## src/rtl/gray_pkg.sv

```systemverilog
// Shared types and helpers for the Gray-code counter receive path and its transmitter bench.
// Functions work on 32-bit words; narrower counts are zero-extended, which leaves the conversion intact.
package gray_pkg;

    localparam int CBITS_DEF = 11;

    typedef enum logic [1:0] {
        IDLE  = 2'd0,
        TRACK = 2'd1,
        LOCK  = 2'd2
    } state_t;

    function automatic logic [31:0] gray2bin(input logic [31:0] g);
        logic [31:0] b;
        b[31] = g[31];
        for (int i = 30; i >= 0; i--) begin
            b[i] = b[i+1] ^ g[i];
        end
        return b;
    endfunction

    function automatic logic [31:0] bin2gray(input logic [31:0] b);
        return b ^ (b >> 1);
    endfunction

endpackage

```

## src/rtl/gray_decode.sv

```systemverilog
// Purpose: CBITS-wide Gray-to-binary converter.
// Latency: purely combinational. Backpressure: none, no state.
module gray_decode
    import gray_pkg::*;
#(
    parameter int CBITS = CBITS_DEF
) (
    input  logic [CBITS-1:0] gray,
    output logic [CBITS-1:0] bin
);

    // Each binary bit is the XOR of its own Gray bit and every more-significant one.
    always_comb begin
        bin = '0;
        for (int i = 0; i < CBITS; i++) begin
            bin[i] = ^(gray >> i);
        end
    end

endmodule

```

## src/rtl/gray_rx.sv

```systemverilog
// Purpose: decode Gray count words, check successor sequence, track lock, flag wrap/errors.
// Latency: 1 cycle input to all outputs. Backpressure: none, accepts one word per cycle.
// Optional error counter built only when GRAY_RX_ERRCNT_EN is defined; otherwise err_cnt is tied to 0.
module gray_rx
    import gray_pkg::*;
#(
    parameter int CBITS     = CBITS_DEF,
    parameter int LOCK_N    = 4,
    parameter int ECNT_BITS = 8
) (
    input  logic                 clk,
    input  logic                 rst,
    input  logic                 in_vld,
    input  logic [CBITS-1:0]     gray_in,
    output logic [CBITS-1:0]     bin_out,
    output logic                 bin_vld,
    output logic                 locked,
    output logic                 sig,
    output logic                 err,
    output logic [ECNT_BITS-1:0] err_cnt
);

    state_t           state;
    logic [CBITS-1:0] prev;
    logic [3:0]       good_cnt;
    logic [CBITS-1:0] dec;
    logic [CBITS-1:0] succ;
    logic [3:0]       cnt_inc;
    logic             good;

    gray_decode #(.CBITS(CBITS)) u_dec (
        .gray (gray_in),
        .bin  (dec)
    );

    // Successor compare is modular at CBITS so the all-ones to zero step counts as good.
    assign succ    = CBITS'(prev + 1'b1);
    assign good    = (dec == succ);
    assign cnt_inc = good_cnt + 4'd1;

    always_ff @(posedge clk) begin
        if (rst) begin
            state    <= IDLE;
            prev     <= '0;
            good_cnt <= '0;
            bin_out  <= '0;
            bin_vld  <= 1'b0;
            locked   <= 1'b0;
            sig      <= 1'b0;
            err      <= 1'b0;
        end else begin
            bin_vld <= 1'b0;
            sig     <= 1'b0;
            err     <= 1'b0;
            if (in_vld) begin
                bin_out <= dec;
                bin_vld <= 1'b1;
                prev    <= dec;
                case (state)
                    IDLE: begin
                        good_cnt <= '0;
                        state    <= TRACK;
                    end
                    TRACK: begin
                        if (good) begin
                            good_cnt <= cnt_inc;
                            if (cnt_inc == 4'(LOCK_N)) begin
                                state  <= LOCK;
                                locked <= 1'b1;
                            end
                        end else begin
                            good_cnt <= '0;
                        end
                    end
                    LOCK: begin
                        if (good) begin
                            sig <= (dec == '0);
                        end else begin
                            err      <= 1'b1;
                            good_cnt <= '0;
                            state    <= TRACK;
                            locked   <= 1'b0;
                        end
                    end
                    default: begin
                        state  <= IDLE;
                        locked <= 1'b0;
                    end
                endcase
            end
        end
    end

`ifdef GRAY_RX_ERRCNT_EN
    // Saturating; only reset clears it.
    always_ff @(posedge clk) begin
        if (rst) begin
            err_cnt <= '0;
        end else if (in_vld && state == LOCK && !good && err_cnt != '1) begin
            err_cnt <= err_cnt + 1'b1;
        end
    end
`else
    assign err_cnt = '0;
`endif

endmodule

```

## config.mk

```make
export PLATFORM = sky130hd
export DESIGN_NAME = gray_rx
export DESIGN_NICKNAME = d
export VERILOG_FILES = /design/src/rtl/gray_pkg.sv /design/src/rtl/gray_decode.sv /design/src/rtl/gray_rx.sv
export SDC_FILE = /design/constraint.sdc
export NUM_CORES = 1
export LEC_CHECK = 0
export BUFFER_PORTS_ARGS = -buffer_cell sky130_fd_sc_hd__buf_2
export CORE_MARGIN = 3
export CORE_UTILIZATION = 45
export CTS_CLUSTER_DIAMETER = 120
export DETAILED_ROUTE_END_ITERATION = 10
export HOLD_SLACK_MARGIN = 0.05
export PLACE_DENSITY = 0.72
export SLEW_MARGIN = 5
export SYNTH_ARGS = -nofsm -noshare
export SYNTH_HDL_FRONTEND = slang
export SYNTH_SLANG_ARGS = --single-unit
```

## constraint.sdc

```tcl
create_clock -name clk -period 3.6 [get_ports clk]
set_input_delay 1.08 -clock clk [delete_from_list [all_inputs] [get_ports clk]]
set_output_delay 1.08 -clock clk [all_outputs]
set_load 0.03 [all_outputs]
```

==> metrics.md, run 1 <==
| Metric | Value |
|---|---|
| Status | finished clean |
| Slew @ Worst Pin | 0.723 ns |
| WP data arrival | 3.44 ns |
| Ys Warns | 0 |
| Core Box Area | 3850 um^2 |
| Final hold vios | 0 |
| Routed wire length | 4320 um |
| Required @ worst endpoint | 3.75 ns |
| Layout cells sized above 1 | 21.5% |
| H-tree Lvls | 1 |
| DP HPWL | 3330 um |
| Congestion Overflow GR | 0 |
| Vias in the first global route | 1565 |
| CP Launch Type | primary input |
| Synth Instances | 224 |
| Share of the synthesized area in the top cell type | 22.2% |
| Post-synth EDFFs | 0 |
| Synth Flop Type | dfxtp_1 |
| Largest net degree at the start of global routing | 23 |
| Post-layout worst setup margin | 0.311 ns |
| Detail Route Antenna Nets | 0 |
| Average cell area after synthesis | 8.46 um^2 |
| Worst slew margin relative to its limit | 51.7% |
| TritonCTS clock tree | built |
| Total negative slack | 0 ns |
| Layout area overhead | 10.4% |
| Clk_skew | 0.00321 ns |
| Max Cap Viol | 0 |
| Die Span Y | 70.9 um |
| Main area contributors after synthesis | dfxtp_1, xnor2_1, nor2_1 |
| Register bit total from synthesis | 21 |
| Power Total | 0.858 mW |
| CTS max path bufs | 2 |
| Pwr Density | 410 nW/um^2 |
| Clk slew on worst S/H paths | 0.07 ns |
| Vias after detailed routing | 1701 |
| Row count | 22 |
| Final hold slack | 0.505 ns |
| DRC viols | 0 |
| Endpoint type of the worst setup path | register |
| Routability cong. | 0.838 |
| Final Cycle Share | 91.4% |
| Layout Nets | 263 |
| Unique cell type count in the Yosys netlist | 61 |
| Most frequent cells in the layout | buf_2, nor2_1, xnor2_1, dfxtp_1, nand2_1 |
| Via density | 5.79 |
| CTS Sinks | 21 |
| Period minus WS final | 3.29 ns |
| Ant diodes | 0 |
| Max FO, Critical Path | 12 |
| Fin. max-slew vios | 0 |
| Area leader, netlist | dfxtp_1 |
| Setup slack after placement | 0.0114 ns |
| Fmax | 0.304 GHz |
| Tot GR Track Use | 17.9% |
| Hold_buf cts | 0 |
| Most common cell after layout, fill and taps aside | buf_2 |
| # setup viols final | 0 |
| Die area | 5020 um^2 |
| First-pass GRT wire length | 7380 um |
| Post-synthesis cell area | 1890 um^2 |
| Maximum vdd drop | 0.156 mV |
| Worst hold path class | register to register |
| Clock Tree Root | clkbuf_8 |
| Post-CTS sizing | 0 |
| DRT Pass-1 Iters | 4 |
| Sequential area share after synthesis | 22.2% |
| Setup CP Type | primary input to register |
| Die width | 70.9 um |
| Starting Density | 49.2% |
| DRC violation total after the first TritonRoute iteration | 99 |
| CTS Buf Count | 3 |
| DR WL/cell | 14.7 um |
| I/O pins | 37 |
| Clk_lat worst skew | 0.26 ns |
| RSZ-0062 raised after global routing | no |
| Initial antenna violation count | 0 |
| # Post-CTS Setup Buffers | 0 |
| Ys async rst share | 0% |
| Static Leak | 0.798 nW |
| Buffers on Ports | 28 |
-- routing by layer --
layer / GRT usage [%] / vias to the layer above / wire length [um]
li1: - / 853 / -
met1: 26.0 / 783 / 2060
met2: 27.4 / 61 / 1880
met3: 2.84 / 4 / 311
met4: 5.01 / 0 / 57
met5: 0 / - / 0
-- per-stage QoR --
step | area [um^2] | utilization, % | cells
after floorplan | 1920 | - | 231
after global placement | 2040 | 52.8 | 290
after detailed placement | 2040 | 52.8 | 290
after CTS | 2080 | 54.0 | 294
after global routing | 2090 | 54.3 | 294
final | 2090 | 54.3 | 294
-- logic make-up after synthesis --
logic type                 Yosys count  synth area share (%)
and+or+nand+nor                     85                  23.6
AOI/OAI and AO/OA                   44                  19.0
buffers and inverters               29                  8.26
DFF                                 21                  22.2
xor gates and xnor gates            36                  22.3
other                                1                 0.198
adders and majority gates            2                  1.32
muxes                                6                  3.17
-- flip-flops by register name (all words and copies together), names as in the netlist --
signal,flops
err,1
state,2
locked,1
prev,11
good_cnt,4
sig,1
bin_vld,1
-- Yosys cell counts (2+ instances only) --
cell type  count
dfxtp_1       21
nor2_1        21
xnor2_1       21
nand2_1       13
nor4_1        11
nor3_1         9
buf_4          8
nand3_1        8
a211oi_1       7
clkbuf_1       7
mux2i_1        6
xor2_1         6
a21oi_1        5
inv_1          5
buf_2          4
a22o_1         3
a31oi_1        3
nand4_1        3
nor2b_1        3
o21ai_0        3
o311ai_0       3
xnor2_2        3
xnor3_1        3
a21oi_2        2
a22oi_1        2
and2_1         2
and4_1         2
buf_1          2
ha_1           2
nand3b_1       2
nor3b_1        2
o22ai_1        2
or2_1          2
-- path summary, 6_finish.rpt --
kind	startpoint	to	slack, ns	cells after the start
min	good_cnt[3]	good_cnt[3]	0.50	2
min reg2reg	good_cnt[3]	good_cnt[3]	0.50	2
max reg2reg	prev[3]	state[1]	0.89	8
max	gray_in[9]	state[1]	0.31	9
-- report_power, final --
group / total (mW) / switching [mW] / internal (mW) / leakage (nW)
Combinational: 0.396 / 0.226 / 0.170 / 0.603
Clock: 0.155 / 0.0765 / 0.0790 / 0.0228
Sequential: 0.307 / 0.0524 / 0.254 / 0.172
Total: 0.858 / 0.355 / 0.503 / 0.798
-- final cells by class --
type | count | area, um^2
inverter | 5 | 18.8
timing repair buffer | 35 | 193
sequential | 21 | 420
tap | 48 | 60.1
multi-input combinational | 181 | 1360
clock buffer | 4 | 45.0
fill | 367 | 1760
-- critical path: stages --
cell	delay (ns)
buf_2	0.13
xor3_2	0.56
xnor2_1	0.36
a21oi_1	0.12
o31ai_1	0.28
a2111oi_2	0.13
a21oi_2	0.35
nor4b_2	0.11
a311o_1	0.32
No activity file was read; power rests on OpenSTA's default activity.
==> inputs of run 2 (changes only) <==
CORE_ASPECT_RATIO = 1.25   (was default)
==> run 2 against run 1 <==
  * Setup slack worse by 0.057 ns
  * Clock skew fell by 0.00075 ns
  * Clock-buffer cell count unchanged
  * Maximum frequency is 1.7% lower
  * Sequential share of layout area grew 0.11 points
  * Total power fell by 0.42%
  * Clock power shrank 3%
  * Final area fell by 0.54%
  * Final cell count is 1.7% higher
  * Via count up 0.76%
  * Critical path depth did not move
  * Sequential power about the same
==> metrics.md, run 2 (synthesis gave the netlist of run 1 again) <==
| Metric | Value |
|---|---|
| Final Cycle Share | 93.0% |
| Static Leak | 0.792 nW |
| CTS Buf Count | 3 |
| WP data arrival | 3.49 ns |
| Finished Core Util | 53.2% |
| Clk_lat worst skew | 0.25 ns |
| Layout Nets | 262 |
| H-tree Lvls | 1 |
| Die Span Y | 78.5 um |
| Initial antenna violation count | 0 |
| Required @ worst endpoint | 3.75 ns |
| Max FO, Critical Path | 12 |
| Total negative slack | 0 ns |
| Die area | 5030 um^2 |
| Ant diodes | 0 |
| Slew @ Worst Pin | 0.757 ns |
| CTS max path bufs | 2 |
| CP Launch Type | primary input |
| Routed wire length | 4120 um |
| Endpoint type of the worst setup path | register |
| Cell Area, Placed | 2040 um^2 |
| Die width | 64.0 um |
| # setup viols final | 0 |
| Final hold vios | 0 |
| Vias in the first global route | 1573 |
| Routability cong. | 0.943 |
| Top Registers | prev: 11 flops, good_cnt: 4 flops, state: 2 flops |
| Setup CP Type | primary input to register |
| RSZ-0062 raised after global routing | no |
| Final design area excluding fillers | 2080 um^2 |
| Max reg flops | 11 |
| Congestion Overflow GR | 0 |
| Status | finished clean |
| Worst path max stage delay | 0.62 ns |
| Clk slew on worst S/H paths | 0.07 ns |
| Layout area overhead | 9.84% |
| Fmax | 0.299 GHz |
| Largest net degree at the start of global routing | 23 |
| Post-layout worst setup margin | 0.253 ns |
| Tot GR Track Use | 17.3% |
| DRC viols | 0 |
| Max Cap Viol | 0 |
| Clk_skew | 0.00246 ns |
| Detail Route Antenna Nets | 0 |
| GRT busiest layer | met2 |
| # Post-CTS Setup Buffers | 0 |
| I/O pins | 37 |
| Met1 Use GR | 22.2% |
| Vias after detailed routing | 1714 |
| Clock Tree Root | clkbuf_8 |
| Core Box Area | 3910 um^2 |
| Worst slew margin relative to its limit | 49.3% |
| CTS Sinks | 21 |
| Via density | 5.73 |
| CP bufs+invs | 1 |
| Hold_buf cts | 0 |
| CP cell instances | buf_2 -> xnor2_2 -> xnor2_1 -> a31oi_1 -> o311ai_0 -> a2111oi_2 -> a21oi_2 -> nor4b_2 -> a311o_1 |
| First-pass GRT wire length | 7130 um |
| DR WL/cell | 13.8 um |
| Worst R2R Setup Slack | 0.86 ns |
| Worst hold path class | register to register |
| Starting Density | 48.4% |
| TritonCTS clock tree | built |
| Most frequent cells in the layout | buf_2, nor2_1, xnor2_1, dfxtp_1, nand2_1 |
| Maximum vdd drop | 0.147 mV |
| Top cell family by delay on the critical path | compound AO/OA/AOI/OAI gates |
| Layout cells sized above 1 | 21.2% |
| Fin. max-slew vios | 0 |
| DRT Pass-1 Iters | 4 |
| Buffers on Ports | 28 |
| DRC violation total after the first TritonRoute iteration | 95 |
| Slowest CP cell | xnor2_2 |
| Period minus WS final | 3.35 ns |
| Post-CTS sizing | 0 |
| M3 GR Usage | 1.00% |
| Most common cell after layout, fill and taps aside | buf_2 |
| Pwr Density | 411 nW/um^2 |
| Biggest register | prev |
| DP HPWL | 3280 um |
| Met2 global-route usage | 29.6% |
| Row count | 25 |
| Setup slack after placement | 0.00700 ns |
[run 2: cell types whose count changed in the layout (fill, tap and decap cells not counted), sizes merged]
cell	delta
buf	-1
[run 2: final timing paths]
| check | to | from | cells past startpoint |
|---|---|---|---|
| worst max-delay path | state[1] | gray_in[6] | 9 |
| worst min-delay path | good_cnt[3] | good_cnt[3] | 2 |
| worst max register to register | good_cnt[3] | prev[1] | 9 |
| worst min register to register | good_cnt[3] | good_cnt[3] | 2 |
[run 2: report_power, final]
| part | total [mW] | switching (mW) | internal [mW] | leakage [nW] |
|---|---|---|---|---|
| clock network | 0.151 | 0.0721 | 0.0787 | 0.0228 |
| registers | 0.305 | 0.0502 | 0.254 | 0.172 |
| logic | 0.399 | 0.225 | 0.175 | 0.597 |
| total | 0.855 | 0.347 | 0.508 | 0.792 |
[run 2: area by class of cell]
cell class              instances  area [um^2]
flip-flops and latches         21          420
fillers                       399         1830
clock buffers                   4         45.0
multi-input cells             181         1340
repair buffers                 34          185
inverters                       5         18.8
well taps                      54         67.6
[run 2: through the flow]
step / cells / hold WS, ns / total power [mW]
after floorplan: 231 / 0.475 / 0.624
after global placement: 295 / 0.482 / 0.707
after detailed placement: 295 / 0.499 / 0.709
after CTS: 299 / 0.509 / 0.859
after global routing: 299 / 0.541 / 0.916
final: 299 / 0.508 / 0.855
[run 2: metal layers]
layer	routed length [um]	vias up	share of wire [%]
met1	1830	821	44
met3	163	6	4.0
met2	2060	44	50
met4	76	0	1.8
li1	-	843	-
met5	0	-	0
[run 2: worst register-to-register path: stages (launching register included)]
cell	delay, ns
dfxtp_1	0.58
ha_1	0.35
xnor3_1	0.26
xnor2_1	0.20
nand3_1	0.10
or3_1	0.37
a21oi_2	0.21
o211ai_4	0.14
or2_1	0.27
o31ai_2	0.20
==> inputs of run 3 (changes only) <==
REMOVE_ABC_BUFFERS = 1   (was default)
==> run 3 against run 2 <==
  * Clock power hardly changed
  * Maximum frequency grew 3.2%
  * Final cell count shrank 0.67%
  * Core utilization down 0.38 points
  * Global-route usage grew 0.47 points
  * Critical path depth stayed put
  * Non-clock buffer count shrank 2
  * Total power decreased by 0.34%
  * Sequential cell count unchanged
  * Clock-buffer cell count unchanged
  * Critical endpoint unchanged
  * Largest cell class unchanged
  * Wire length rose by 6.0%
==> metrics.md, run 3 (synthesis gave the netlist of run 1 again) <==
| Metric | Value |
|---|---|
| Starting Density | 48.4% |
| Top Registers | prev: 11 flops, good_cnt: 4 flops, state: 2 flops |
| Total negative slack | 0 ns |
| CTS Buf Count | 3 |
| Die width | 64.0 um |
| Layout cells sized above 1 | 20.6% |
| Static Leak | 0.782 nW |
| Clk_lat worst skew | 0.26 ns |
| Pwr Density | 412 nW/um^2 |
| RSZ-0062 raised after global routing | no |
| Worst hold path class | register to register |
| Worst slew margin relative to its limit | 50.2% |
| Final Cycle Share | 90.1% |
| Layout area overhead | 9.05% |
| # setup viols final | 0 |
| Max Cap Viol | 0 |
| Hold Crit Depth | 2 |
| Die area | 5030 um^2 |
| Buffers on Ports | 28 |
| FF-to-FF Start | prev[1] |
| H-tree Lvls | 1 |
| Reg-to-reg critical path endpoint | good_cnt[3] |
| Finished Core Util | 52.8% |
| DRC viols | 0 |
| Via density | 5.60 |
| Worst Reg2Reg Path Length in Cells | 8 |
| Required @ worst endpoint | 3.75 ns |
| DRC violation total after the first TritonRoute iteration | 65 |
| Tot GR Track Use | 17.8% |
| I/O pins | 37 |
| Hold Startpoint | good_cnt[3] |
| Setup CP Type | primary input to register |
| First-pass GRT wire length | 7310 um |
| Die Span Y | 78.5 um |
| Max reg flops | 11 |
| Status | finished clean |
| Clock Tree Root | clkbuf_8 |
| TritonCTS clock tree | built |
| Most common cell after layout, fill and taps aside | buf_2 |
| Final hold vios | 0 |
| Fin. max-slew vios | 0 |
| Final hold slack | 0.509 ns |
| Largest net degree at the start of global routing | 23 |
| Routability cong. | 0.931 |
| CP bufs+invs | 1 |
| Worst R2R Setup Slack | 0.83 ns |
| CP cell instances | buf_2 -> xor3_2 -> xnor2_1 -> a21oi_1 -> o31ai_1 -> a2111oi_2 -> a21oi_2 -> nor4b_2 -> a311o_1 |
| Top cell family by delay on the critical path | compound AO/OA/AOI/OAI gates |
| DP HPWL | 3390 um |
| Most frequent cells in the layout | buf_2, nor2_1, xnor2_1, dfxtp_1, nand2_1 |
| Biggest register | prev |
| Worst path max stage delay | 0.58 ns |
| Post-CTS sizing | 0 |
| Congestion Overflow GR | 0 |
| Detail Route Antenna Nets | 0 |
| Hold EP | good_cnt[3] |
| Clk slew on worst S/H paths | 0.07 ns |
| Slowest CP cell | xor3_2 |
| Initial antenna violation count | 0 |
| Maximum vdd drop | 0.147 mV |
| Slew @ Worst Pin | 0.746 ns |
| Core Box Area | 3910 um^2 |
| Period minus WS final | 3.24 ns |
| DRT Pass-1 Iters | 4 |
| CTS max path bufs | 2 |
| CP Launch Type | primary input |
| Hold_buf cts | 0 |
| Cell depth of the worst setup path | 9 |
| Vias in the first global route | 1520 |
| WP data arrival | 3.39 ns |
| Row count | 25 |
| DR WL/cell | 14.7 um |
| Vias after detailed routing | 1664 |
| Fmax | 0.308 GHz |
| # Post-CTS Setup Buffers | 0 |
| Clk_skew | 0.00402 ns |
| Max FO, Critical Path | 9 |
| Layout Nets | 260 |
| Ant diodes | 0 |
| Endpoint type of the worst setup path | register |
| Routed wire length | 4370 um |
| CTS Sinks | 21 |
## run 3: stage by stage
step	worst slack (ns)	total power [mW]	instance area (um^2)	instances
2_1_floorplan	0.374	0.594	1780	207
3_3_place_gp	0.0987	0.703	2020	293
3_5_place_dp	0.0746	0.705	2020	293
4_1_cts	0.340	0.857	2070	297
5_1_grt	0.142	0.909	2070	297
6_report	0.357	0.852	2070	297
## run 3: worst max path at each step
stage | startpoint | end | slack (ns)
detailed placement | gray_in[10] | state[1] | 0.07
finish | gray_in[10] | state[1] | 0.36
global route | gray_in[10] | state[1] | 0.14
floorplan | gray_in[6] | state[1] | 0.37
global placement | gray_in[10] | good_cnt[0] | 0.1
CTS | gray_in[10] | state[1] | 0.34
## run 3: power by group
group          switching (mW)  internal, mW
clock                  0.0731        0.0788
sequential             0.0504         0.254
combinational           0.227         0.168
total                   0.351         0.501
## run 3: metal layers
metal / track usage (%) / vias to the layer above / share of wire (%)
li1: - / 846 / -
met1: 23.6 / 780 / 46
met2: 30.4 / 31 / 50
met3: 1.43 / 7 / 2.8
met4: 5.40 / 0 / 1.5
met5: 0 / - / 0
## run 3: cell type report
cell class	instances	area (um^2)
Clock buffer	4	45.0
Multi-Input combinational cell	181	1340
Timing Repair Buffer	32	170
Tap cell	54	67.6
Inverter	5	18.8
Sequential cell	21	420
Fill cell	384	1840
## run 3: worst register-to-register path: stages (launching register included)
cell,delay (ns)
dfxtp_1,0.61
and2_0,0.38
nor4_1,0.08
o311ai_0,0.38
o21ai_0,0.20
a2111oi_2,0.41
a21oi_2,0.17
or2_1,0.26
o31ai_2,0.21
